**src/rtl/hazard_fwd_scoreboard.sv**
```systemverilog
// ---------------------------------------------------------------------------
// hazard_fwd_scoreboard
//
// Hazard and forwarding controller for an RV32I pipeline with FWD_STAGES
// forwarding stages past decode. A shift-register scoreboard tracks in-flight
// destination writes (e[0] = youngest, in EX). Each decode source operand is
// looked up against it to produce a bypass select, and load-use, branch and
// hold conditions are prioritised into stall/flush controls.
//
// Ports:
//   clk, rst               clock, asynchronous active-high reset
//   id_valid               decode slot holds a real instruction
//   id_rs1/id_rs2          decode source registers
//   id_rs1_used/_rs2_used  instruction actually reads that source
//   id_rd, id_reg_wr       decode destination and its write enable
//   id_is_load             decode instruction is a load
//   branch_taken           redirect resolved this cycle
//   hold                   external global freeze
//   fwd_sel_a/fwd_sel_b    0 = register file, k+1 = stage k result
//   stall_f, stall_d       hold PC / decode register
//   flush_d, flush_e       clear decode register / bubble into execute
//
// Optional build macro HAZARD_PERF_EN adds lu_stall_cnt and flush_cnt
// (32-bit wrapping event counters, cleared by rst).
// ---------------------------------------------------------------------------
module hazard_fwd_scoreboard #(
    parameter int FWD_STAGES = 2,
    parameter int LOAD_LAT   = 1,
    parameter int REG_AW     = 5,
    parameter int SEL_W      = $clog2(FWD_STAGES + 1)
) (
    input  logic              clk,
    input  logic              rst,
    input  logic              id_valid,
    input  logic [REG_AW-1:0] id_rs1,
    input  logic [REG_AW-1:0] id_rs2,
    input  logic              id_rs1_used,
    input  logic              id_rs2_used,
    input  logic [REG_AW-1:0] id_rd,
    input  logic              id_reg_wr,
    input  logic              id_is_load,
    input  logic              branch_taken,
    input  logic              hold,
    output logic [SEL_W-1:0]  fwd_sel_a,
    output logic [SEL_W-1:0]  fwd_sel_b,
    output logic              stall_f,
    output logic              stall_d,
    output logic              flush_d,
    output logic              flush_e
`ifdef HAZARD_PERF_EN
    ,
    output logic [31:0]       lu_stall_cnt,
    output logic [31:0]       flush_cnt
`endif
);

    // Scoreboard entries, split into fields; only vld needs a reset.
    logic [FWD_STAGES-1:0] vld_q, vld_d;
    logic [FWD_STAGES-1:0] ld_q,  ld_d;
    logic [REG_AW-1:0]     rd_q [FWD_STAGES];
    logic [REG_AW-1:0]     rd_d [FWD_STAGES];

    logic [SEL_W-1:0] sel_a, sel_b;
    logic             lu_a, lu_b, lu;

    // Returns {hazard, select}. Scanning oldest to youngest lets the youngest
    // matching entry overwrite older ones.
    function automatic logic [SEL_W:0] lookup(input logic [REG_AW-1:0] rs,
                                              input logic              used);
        logic [SEL_W-1:0] sel;
        logic             haz;
        sel = '0;
        haz = 1'b0;
        if (id_valid && used && (rs != '0)) begin
            for (int k = FWD_STAGES - 1; k >= 0; k--) begin
                if (vld_q[k] && (rd_q[k] == rs)) begin
                    sel = SEL_W'(k + 1);
                    haz = ld_q[k] && (k < LOAD_LAT);
                end
            end
        end
        if (haz) sel = '0;
        return {haz, sel};
    endfunction

    always_comb begin
        {lu_a, sel_a} = lookup(id_rs1, id_rs1_used);
        {lu_b, sel_b} = lookup(id_rs2, id_rs2_used);
        lu = lu_a | lu_b;
    end

    // Control priority: hold > branch > load-use. Outputs are forced low while
    // rst is asserted so a reset mid-stall releases everything immediately.
    always_comb begin
        stall_f   = 1'b0;
        stall_d   = 1'b0;
        flush_d   = 1'b0;
        flush_e   = 1'b0;
        fwd_sel_a = '0;
        fwd_sel_b = '0;
        if (!rst) begin
            fwd_sel_a = sel_a;
            fwd_sel_b = sel_b;
            if (hold) begin
                stall_f = 1'b1;
                stall_d = 1'b1;
            end else if (branch_taken) begin
                flush_d = 1'b1;
                flush_e = 1'b1;
            end else if (lu) begin
                stall_f = 1'b1;
                stall_d = 1'b1;
                flush_e = 1'b1;
            end
        end
    end

    // Scoreboard advance; a stalled or flushed decode enters EX as a bubble.
    always_comb begin
        vld_d = vld_q;
        ld_d  = ld_q;
        rd_d  = rd_q;
        if (!hold) begin
            for (int k = 1; k < FWD_STAGES; k++) begin
                vld_d[k] = vld_q[k-1];
                ld_d[k]  = ld_q[k-1];
                rd_d[k]  = rd_q[k-1];
            end
            vld_d[0] = !(stall_d || flush_d) && id_valid && id_reg_wr && (id_rd != '0);
            ld_d[0]  = id_is_load;
            rd_d[0]  = id_rd;
        end
    end

    always_ff @(posedge clk or posedge rst) begin
        if (rst) vld_q <= '0;
        else     vld_q <= vld_d;
    end

    always_ff @(posedge clk) begin
        ld_q <= ld_d;
        rd_q <= rd_d;
    end

`ifdef HAZARD_PERF_EN
    logic [31:0] lu_stall_cnt_q, flush_cnt_q;

    always_ff @(posedge clk or posedge rst) begin
        if (rst) begin
            lu_stall_cnt_q <= '0;
            flush_cnt_q    <= '0;
        end else begin
            if (!hold && !branch_taken && lu) lu_stall_cnt_q <= lu_stall_cnt_q + 32'd1;
            if (!hold && branch_taken)        flush_cnt_q    <= flush_cnt_q + 32'd1;
        end
    end

    assign lu_stall_cnt = lu_stall_cnt_q;
    assign flush_cnt    = flush_cnt_q;
`endif

endmodule
```
**config.mk**
```make
export PLATFORM = sky130hd
export DESIGN_NAME = hazard_fwd_scoreboard
export DESIGN_NICKNAME = d
export VERILOG_FILES = /design/src/rtl/hazard_fwd_scoreboard.sv
export SDC_FILE = /design/constraint.sdc
export NUM_CORES = 1
export LEC_CHECK = 0
export CORE_AREA = 2 2 39 41
export CTS_CLUSTER_DIAMETER = 120
export DETAILED_ROUTE_END_ITERATION = 6
export DIE_AREA = 0 0 41 43
export DONT_BUFFER_PORTS = 1
export GPL_ROUTABILITY_DRIVEN = 0
export GPL_TIMING_DRIVEN = 0
export PLACE_DENSITY = 0.78
export SKIP_CTS_REPAIR_TIMING = 1
export SLEW_MARGIN = 20
export SYNTH_ARGS = -nofsm -noshare
export SYNTH_HDL_FRONTEND = slang
export SYNTH_SLANG_ARGS = --single-unit
```
**constraint.sdc**
```tcl
create_clock -name clk -period 5 [get_ports clk]
set_input_delay 0.5 -clock clk [delete_from_list [all_inputs] [get_ports clk]]
set_output_delay 0.5 -clock clk [all_outputs]
set_load 0.05 [all_outputs]
```
# Word level (Yosys, flattened, before mapping)
# Index checks and enable logic that the tools add are counted.
# totals
reg_bits	13
inputBits	24
# op_classes
n_eq_ne	4
muxes	24
bitwise_logic	1
n_reduce_logical	16
# ops
cell	n
5-bit equality test	4
2-bit two-way mux	10
5-bit nonzero test	3
1-bit two-way mux	14
1-bit logical AND	11
1-bit zero test	1
1-bit logical OR	1
1-bit bitwise OR	1

# Longest topological paths before layout
# Gate-level depths: netlist (run 1).
# logic_depth
ltp_word	14
mapped_depth	6
ltp_nobuf	5

# Worst setup path before layout (run 1)
# Ideal clock, no wire load.
# synth_timing
kind	input to output
startpoint	in id_rs2[4]
endpoint	out fwd_sel_b[0]
t_arrival_ns	2.556
required_time_ns	4.500
path_slack_ns	1.944
stages	4
path_buffers	0
cell_sequence	xor2_1 > nor4_1 > nand3_1 > nor4_1
# synth_via
elab_chain_len	6
elab_cells_between_ends	10
classes_between	eq/ne: 1; mux: 6; reduce/logical: 3
# synth_rtl
element	line_no	rtl
start: declaration	36	input logic [REG_AW-1:0] id_rs2,
5-bit equality test	76	if (vld_q[k] && (rd_q[k] == rs)) begin
1-bit logical AND	76	
2-bit two-way mux / 1-bit two-way mux (equally long branches)	76	
2-bit two-way mux / 1-bit two-way mux (equally long branches)	74	if (id_valid && used && (rs != '0)) begin
2-bit two-way mux (*)	82	if (haz) sel = '0;
2-bit two-way mux (*)	101	if (!rst) begin
end: declaration	45	output logic [SEL_W-1:0] fwd_sel_b,
# Mark *: on every way between the ends. The rest lies on a longest branch, timed or not.

# Worst setup path in the final report (run 1)
# layout_timing
startpoint	reg rd_q[9] (netlist bit)
endpoint	out stall_f
# layout_via
elab_chain_len	9
elab_cells_between_ends	13
classes_between	eq/ne: 2; mux: 8; bitwise: 1; reduce/logical: 2
# layout_rtl
element	line_no	rtl
start: declaration	60	logic [REG_AW-1:0] rd_q [FWD_STAGES];
start signal: assignment	142	rd_q <= rd_d;
5-bit equality test	76	
1-bit logical AND	76	
1-bit two-way mux	76	
1-bit two-way mux	74	
1-bit bitwise OR (*)	89	lu = lu_a | lu_b;
1-bit two-way mux (*) (4 in a row)	-	
end: declaration	46	output logic stall_f,
# Marked as above.

==> run_results.csv, run 1 <==
group,metric,value,unit
run_status,run_status,"completed",
synth,yosysWarnings,0,
worst_setup_path,start_kind,"flop",
floorplanning,num_io_pins,32,
sta,slew_violations,0,
sta,max_slew_margin,0.277,
power,pwr-share-comb,0.159,
sta,clock_skew,3.40,ps
clock_network,numCtsBuffers,3,
job,cap_violations,0,
place,hpwl,1.28,mm
floorplanning,dieArea,1760,µm²
synth,yosysSeqAreaShare,0.463,
sta,finalHoldViolCount,0,
finish,fillers,110,
sta,fin_crit,3450,ps
sta,finalSetupTns,0,ps
place,portBuffers,0,
finish,finalInstanceArea,928,µm²
global_route,grt_start_max_net_pins,13,
finish,layout-drive-gt1-share,0.225,
synth,yosysUniqueCellTypes,26,
clock_network,cts_tree,"done",
clock_network,cts-root-buf,"clkbuf_4",
global_route,grt_use_total,0.196,
power,irDropWorstVdd,190,µV
power,pwr_density_cell,253,nW/µm²
synth,synth-seq-cells,13,
sta,min_period_over_period,0.690,
sta,setup_viol,0,
floorplanning,die_h,43,µm
power,pwr-share-seq,0.581,
sta,worstMarginPinSlew,1080,ps
place,post_dp_cell_area,883,µm²
clock_network,htreeDepth,1,
clock_network,path_clk_slew,70,ps
synth,synth_nets,97,
global_route,grt_pass1_wl,2.26,mm
worst_setup_path,rrSetupSlack,3270,ps
routing,wl_per_cell,16.5,µm
sta,fmax,0.290,GHz
global_route,grt_pass1_vias,598,
power,sw_frac_of_total,0.252,
routing,drc,0,
finish,final_nets,105,
power,leakagePower,0.303,nW
worst_setup_path,critPathArrivalTime,2950,ps
clock_network,clock_latency,270,ps
worst_setup_path,end_kind,"output pin",
routing,drt-pass1-iter-count,3,
power,clkPwrFrac,0.261,
synth,syn_inst,73,
global_route,grt-ovfl-total,0,
hold_path,min_path_type,"input pin to flop",
power,internal_power,0.176,mW
synth,syn_avg_cell_area,11.2,µm²
power,netSwitchingPower,0.0592,mW
routing,drt_iter0_markers,2,
sta,rsz0062_at_grt,"no",
clock_network,clkSinkCount,13,
worst_setup_path,critPathMaxFanout,3,
sta,holdWs,323,ps
floorplanning,coreArea,1380,µm²
routing,vias_per_cell,6.00,
clock_network,clockBufferDepth,2,
routing,drt-total-wl,1.58,mm
floorplanning,rows,14,
routing,num_vias,576,
worst_setup_path,critical_path_class,"flop to output pin",
floorplanning,start_util,0.593,
floorplanning,die_w,41,µm
worst_setup_path,required,4500,ps
routing,final_antenna_net_count,0,
synth,syn_area,821,µm²
finish,antenna_cells,0,
finish,syn2layout_area_growth,13.1,%
global_route,antenna_found_initial,0,
==> path summary, 6_finish.rpt <==
kind                       startpoint       end  depth (start not counted)
max                           rd_q[9]   stall_f                          6
min                          id_rd[1]   rd_q[6]                          0
max reg2reg                   rd_q[9]  vld_q[0]                          5
min reg2reg                  vld_q[1]  vld_q[1]                          1
max in group asynchronous         rst  vld_q[0]                          2
min in group asynchronous         rst  vld_q[1]                          2
==> cell usage in the layout (no fill, tap or decap), drive strengths merged <==
cell / count
a2bb2oi: 1
xnor2: 8
nand3: 4
dlygate4sd3: 1
o211ai: 3
xor2: 12
nand2: 5
o21ai: 2
nand4: 1
edfxtp: 11
a21oi: 1
a211oi: 1
inv: 3
buf: 3
mux2: 1
nor3b: 3
nor2b: 1
dfrtp: 2
nor4: 5
nor2: 1
or4: 3
nor3: 4
clkbuf: 4
==> cells by family (layout without fill, tap and decap cells) <==
| kind of cell | after synthesis | count (layout) | synth area share |
|---|---|---|---|
| buffers and inverters | 4 | 11 | 0.0229 |
| AOI/OAI and AO/OA | 8 | 8 | 0.0838 |
| xor gates and xnor gates | 20 | 20 | 0.213 |
| DFF | 13 | 13 | 0.463 |
| and+or+nand+nor | 27 | 27 | 0.203 |
| muxes | 1 | 1 | 0.0137 |
==> stage by stage <==
stage / std cells / utilization / total power, mW / setup slack, ps
after floorplan: 73 / - / 0.167 / 1940
after global placement: 89 / 0.608 / 0.172 / 1780
after detailed placement: 91 / 0.638 / 0.175 / 1840
after CTS: 95 / 0.657 / 0.237 / 1540
after global routing: 96 / 0.671 / 0.247 / 1350
final: 96 / 0.671 / 0.235 / 1550
==> per-layer routing <==
| layer | wire length [µm] | track usage | vias up |
|---|---|---|---|
| li1 | - | - | 284 |
| met1 | 640 | 0.223 | 271 |
| met2 | 831 | 0.328 | 17 |
| met3 | 78 | 0.0209 | 4 |
| met4 | 30 | 0.120 | 0 |
| met5 | 0 | 0 | - |
==> Yosys cell counts, drive strengths merged <==
cell type / instances / area share
nor2: 1 / 0.0046
a211oi: 1 / 0.0091
nor3: 4 / 0.024
nand2: 5 / 0.023
nor4: 5 / 0.046
xnor2: 8 / 0.085
buf: 1 / 0.0091
o211ai: 3 / 0.034
o21ai: 2 / 0.017
mux2: 1 / 0.014
edfxtp: 11 / 0.40
dfrtp: 2 / 0.061
xor2: 12 / 0.13
a21oi: 1 / 0.0061
a2bb2oi: 1 / 0.018
or4: 3 / 0.032
nor3b: 3 / 0.034
nand3: 4 / 0.024
inv: 3 / 0.014
nor2b: 1 / 0.0076
nand4: 1 / 0.0076
==> state kept, by name (all words and copies together), names as in the netlist <==
name / count
ld_q: 1
rd_q: 10
vld_q: 2
==> area by class of cell <==
cell class              instances  area, µm²  area share
well taps                      16       20.0      0.0216
multi-input cells              56        462       0.497
clock buffers                   4       26.3      0.0283
repair buffers                  3       21.3      0.0229
flip-flops and latches         13        380       0.410
inverters                       3       11.3      0.0121
plain buffers                   1       7.51     0.00809
==> power groups by stage <==
stage / Combinational [mW] / Sequential (mW) / Clock, mW
global route: 0.0410 / 0.137 / 0.0681
floorplan: 0.0313 / 0.136 / 0
finish: 0.0373 / 0.136 / 0.0612
CTS: 0.0368 / 0.136 / 0.0642
global placement: 0.0342 / 0.138 / 0
detailed placement: 0.0366 / 0.139 / 0
==> critical path: stages, from the launching register on <==
cell	delay [ps]
edfxtp_1	460
xor2_1	200
nor4_1	420
nor3b_2	290
o211ai_1	100
a21oi_1	870
buf_4	350
No activity file was read; power rests on OpenSTA's default activity.
==> run 2: changes to the inputs <==
--- a/config.mk
+++ b/config.mk
@@ -5,14 +5,13 @@
 export SDC_FILE = /design/constraint.sdc
 export NUM_CORES = 1
 export LEC_CHECK = 0
-export CORE_AREA = 2 2 39 41
+export CORE_UTILIZATION = 54
 export CTS_CLUSTER_DIAMETER = 120
 export DETAILED_ROUTE_END_ITERATION = 6
-export DIE_AREA = 0 0 41 43
 export DONT_BUFFER_PORTS = 1
 export GPL_ROUTABILITY_DRIVEN = 0
 export GPL_TIMING_DRIVEN = 0
-export PLACE_DENSITY = 0.78
+export PLACE_DENSITY = 0.73
 export SKIP_CTS_REPAIR_TIMING = 1
 export SLEW_MARGIN = 20
 export SYNTH_ARGS = -nofsm -noshare
==> constraint.sdc (replaced) <==
create_clock -name clk -period 2.9 [get_ports clk]
set_input_delay 0.29 -clock clk [delete_from_list [all_inputs] [get_ports clk]]
set_output_delay 0.29 -clock clk [all_outputs]
set_load 0.05 [all_outputs]
==> run_results.csv, run 2 (synthesis results as in run 1) <==
group,metric,value,unit
global_route,grt_pass1_vias,525,
worst_setup_path,cp_slowest_cell,"edfxtp_1",
finish,finalInstanceArea,945,µm²
global_route,grt-ovfl-total,0,
clock_network,clockBufferDepth,2,
hold_path,min_path_type,"input pin to flop",
job,cap_violations,0,
sta,clock_skew,1.23,ps
global_route,grt_use_total,0.202,
worst_setup_path,start_kind,"flop",
clock_network,htreeDepth,1,
routing,met1Wirelength,612,µm
finish,mostFrequentLayoutCells,"xor2_1, edfxtp_1, xnor2_1",
sta,slew_violations,0,
place,dp_slack,-8.76,ps
routing,wl_met2,765,µm
sta,min_period_over_period,0.940,
clock_network,cts_tree,"done",
power,pwr_density_cell,423,nW/µm²
worst_setup_path,reg2reg_from,"rd_q[8]",
power,power,0.400,mW
floorplanning,rows,13,
worst_setup_path,crit_path_cell_trace,"xor2_1 -> nor4_1 -> nor3b_2 -> o211ai_1 -> a21oi_4 -> buf_4",
finish,fin_cells,96,
routing,drt-total-wl,1.49,mm
global_route,antenna_found_initial,0,
clock_network,path_clk_slew,70,ps
clock_network,numCtsBuffers,3,
power,irDropWorstVdd,315,µV
place,post_dp_cell_area,890,µm²
finish,layout-drive-gt1-share,0.247,
finish,antenna_cells,0,
sta,setup_ws,175,ps
clock_network,clkSinkCount,13,
clock_network,clock_latency,260,ps
sta,max_slew_margin,0.434,
finish,largest_reg_flops,10,
routing,drc,0,
finish,mostFrequentLayoutCell,"xor2_1",
worst_setup_path,end_kind,"output pin",
finish,largest_registers,"rd_q: 10 flops, vld_q: 2 flops, ld_q: 1 flops",
finish,syn2layout_area_growth,15.1,%
routing,vias_per_cell,6.11,
worst_setup_path,cp-startpoint,"rd_q[8]",
sta,holdWs,123,ps
floorplanning,die_w,41.0,µm
worst_setup_path,critical_path_class,"flop to output pin",
clock_network,cts-root-buf,"clkbuf_4",
sta,worstMarginPinSlew,845,ps
finish,regMostFlops,"rd_q",
routing,met3_length,103,µm
worst_setup_path,slowest_delay,470,ps
floorplanning,coreArea,1350,µm²
sta,fin_crit,2720,ps
run_status,run_status,"completed",
power,leakagePower,0.307,nW
worst_setup_path,required,2610,ps
global_route,grt_pass1_wl,2.04,mm
worst_setup_path,critPathArrivalTime,2430,ps
sta,setup_viol,0,
routing,num_vias,587,
global_route,grt_start_max_net_pins,13,
sta,finalSetupTns,0,ps
finish,final_nets,106,
routing,drt-pass1-iter-count,4,
routing,final_antenna_net_count,0,
worst_setup_path,timing.rr.end,"vld_q[0]",
worst_setup_path,reg2regPathDepth,5,
floorplanning,start_util,0.608,
routing,wl_per_cell,15.6,µm
worst_setup_path,critPathMaxFanout,3,
floorplanning,dieArea,1680,µm²
sta,finalHoldViolCount,0,
routing,routed.top_layer,"met4",
worst_setup_path,rrSetupSlack,1160,ps
place,portBuffers,0,
finish,fillers,94,
place,dp_cells,91,
finish,final_util,0.700,
place,hpwl,1.22,mm
worst_setup_path,crit_end,"stall_f",
floorplanning,die_h,41.0,µm
sta,fmax,0.367,GHz
routing,drt_iter0_markers,5,
floorplanning,num_io_pins,32,
run 2: cell types whose count changed in the layout (fill, tap and decap cells not counted), sizes merged:
| cell | delta |
|---|---|
| buf | +1 |
run 2: final cells by class:
type                            count  area, µm²  share of cell area
Clock buffer                        4       26.3              0.0278
Timing Repair Buffer                4       28.8              0.0305
Tap cell                           15       18.8              0.0199
Multi-Input combinational cell     56        472               0.499
Inverter                            3       11.3              0.0119
Buffer                              1       7.51             0.00795
Sequential cell                    13        380               0.403
run 2: power breakdown:
| part | internal, mW | leakage [nW] | switching, mW |
|---|---|---|---|
| clock network | 0.0531 | 0.0150 | 0.0474 |
| logic | 0.0304 | 0.158 | 0.0343 |
| registers | 0.220 | 0.134 | 0.0145 |
| total | 0.303 | 0.307 | 0.0962 |
run 2: worst min-delay path by stage:
stage	from	endpoint	cells after the start
final	id_rd[1]	rd_q[6]	0
after global routing	id_rd[3]	rd_q[8]	0
after CTS	rst	vld_q[1]	1
after detailed placement	rst	vld_q[1]	1
after global placement	rst	vld_q[1]	1
after floorplan	rst	vld_q[0]	1
run 2: worst max-delay path, delay by kind of cell, from the launching register on:
| family | cells | cell delay [ps] |
|---|---|---|
| buf+inv | 1 | 280 |
| flops | 1 | 470 |
| compound gates | 2 | 570 |
| xor+xnor | 1 | 210 |
| simple gates | 2 | 650 |
run 2: routing by layer:
metal | track usage | up-vias
met5 | 0 | -
met4 | 0.125 | 0
met3 | 0.0380 | 2
met2 | 0.336 | 19
met1 | 0.238 | 278
li1 | - | 288
==> run 3: changes to the inputs <==
==> constraint.sdc (replaced) <==
create_clock -name clk -period 2.5 [get_ports clk]
set_input_delay 0.25 -clock clk [delete_from_list [all_inputs] [get_ports clk]]
set_output_delay 0.25 -clock clk [all_outputs]
set_load 0.05 [all_outputs]
==> run_results.csv, run 3 (synthesis results as in run 1) <==
group,metric,value,unit
floorplanning,num_io_pins,32,
routing,drt-total-wl,1.72,mm
finish,fin_cells,95,
floorplanning,die_h,41.0,µm
hold_path,hold-path-endpoint,"rd_q[5]",
run_status,violations,"negative setup slack",
worst_setup_path,end_kind,"output pin",
power,irDropWorstVdd,413,µV
global_route,grt_use_total,0.203,
hold_path,min_path_type,"input pin to flop",
place,hpwl,1.34,mm
sta,setup_viol,1,
sta,finalHoldViolCount,0,
clock_network,clkSinkCount,13,
floorplanning,dieArea,1680,µm²
worst_setup_path,required,2250,ps
routing,vias_per_cell,6.24,
worst_setup_path,rrSetupSlack,880,ps
place,portBuffers,0,
sta,min_period_over_period,1.03,
global_route,grt_pass1_wl,2.10,mm
sta,worstMarginPinSlew,828,ps
worst_setup_path,timing.rr.end,"vld_q[0]",
sta,fin_crit,2590,ps
finish,antenna_cells,0,
sta,holdWs,67.1,ps
clock_network,htreeDepth,1,
global_route,grt_start_max_net_pins,13,
floorplanning,start_util,0.608,
power,power,0.487,mW
routing,drt_iter0_markers,10,
worst_setup_path,cp_slowest_cell,"edfxtp_1",
worst_setup_path,critPathArrivalTime,2340,ps
finish,largest_registers,"rd_q: 10 flops, vld_q: 2 flops, ld_q: 1 flops",
global_route,antenna_found_initial,0,
routing,wl_per_cell,18.1,µm
global_route,grt_pass1_vias,534,
worst_setup_path,slowest_delay,450,ps
clock_network,path_clk_slew,80,ps
finish,fillers,92,
worst_setup_path,crit_path_cell_trace,"xor2_1 -> nor4_4 -> nor3b_4 -> o211ai_1 -> a21oi_4 -> buf_6",
finish,final_nets,105,
clock_network,cts_tree,"done",
worst_setup_path,start_kind,"flop",
worst_setup_path,reg2regPathDepth,5,
sta,setup_ws,-85.1,ps
routing,drc,0,
routing,num_vias,593,
clock_network,clock_latency,270,ps
job,cap_violations,0,
routing,final_antenna_net_count,0,
sta,rsz0062_at_grt,"yes",
sta,fmax,0.387,GHz
run_status,run_status,"finished with violations",
finish,mostFrequentLayoutCells,"xor2_1, edfxtp_1, xnor2_1",
floorplanning,coreArea,1350,µm²
place,dp_cells,90,
sta,clock_skew,7.42,ps
clock_network,cts-root-buf,"clkbuf_4",
worst_setup_path,critical_path_class,"flop to output pin",
finish,largest_reg_flops,10,
sta,slew_violations,0,
finish,regMostFlops,"rd_q",
worst_setup_path,critPathMaxFanout,3,
finish,syn2layout_area_growth,20.4,%
clock_network,clockBufferDepth,2,
floorplanning,die_w,41.0,µm
power,pwr_density_cell,492,nW/µm²
finish,layout-drive-gt1-share,0.275,
sta,max_slew_margin,0.445,
worst_setup_path,cp-startpoint,"rd_q[7]",
worst_setup_path,crit_buf_inv,1,
routing,drt-pass1-iter-count,4,
hold_path,min_from,"id_rd[0]",
clock_network,numCtsBuffers,3,
worst_setup_path,critPathTopFamily,"compound AO/OA/AOI/OAI gates",
floorplanning,rows,13,
worst_setup_path,reg2reg_from,"rd_q[7]",
power,leakagePower,0.319,nW
hold_path,hold_depth,0,
global_route,grt-ovfl-total,0,
run 3: changes by cell type in the layout (fill, tap and decap cells not counted), sizes merged:
cell	change
clkbuf	-1
clkinv	+1
buf	-1
run 3: worst max path at each step:
| stage | endpoint | slack [ps] | depth (start not counted) |
|---|---|---|---|
| after global routing | stall_f | -190 | 6 |
| after global placement | fwd_sel_a[0] | -100 | 4 |
| after CTS | stall_f | -450 | 6 |
| after floorplan | fwd_sel_a[0] | 50 | 4 |
| after detailed placement | stall_f | -150 | 6 |
| final | stall_f | -90 | 6 |
run 3: power by group:
part           leakage (nW)  internal, mW  switching [mW]
Combinational         0.167        0.0387          0.0504
Sequential            0.134         0.255          0.0183
Clock                0.0177        0.0592          0.0651
run 3: stage by stage:
stage	TNS [ps]	instance area (µm²)	setup WS [ps]	util
final	-85.1	988	-85.1	0.732
after global routing	-262	988	-192	0.732
after CTS	-1230	913	-454	0.677
after detailed placement	-181	886	-146	0.656
after global placement	-189	855	-103	0.633
after floorplan	0	836	47.2	-
run 3: worst reg2reg max path, cell delays in order (launching register included):
cell and delay (ps):
edfxtp_1 450, xor2_1 200, nor4_4 310, nor3b_4 270, o21ai_2 110, a2bb2oi_2 170
run 3: layout make-up:
type                            count  area (µm²)  share of cell area
Multi-Input combinational cell     56         518               0.524
Buffer                              1        11.3              0.0114
Clock buffer                        3        22.5              0.0228
Timing Repair Buffer                3        21.3              0.0215
Tap cell                           15        18.8              0.0190
Sequential cell                    13         380               0.385
Inverter                            3        11.3              0.0114
Clock inverter                      1        5.00             0.00506
run 3: layer usage:
metal	up-vias	routed length [µm]	track usage	part of all wire
met5	-	0	0	0
li1	284	-	-	-
met2	22	938	0.348	0.54
met3	0	105	0.0380	0.061
met1	287	678	0.253	0.39
met4	0	0	0.0750	0
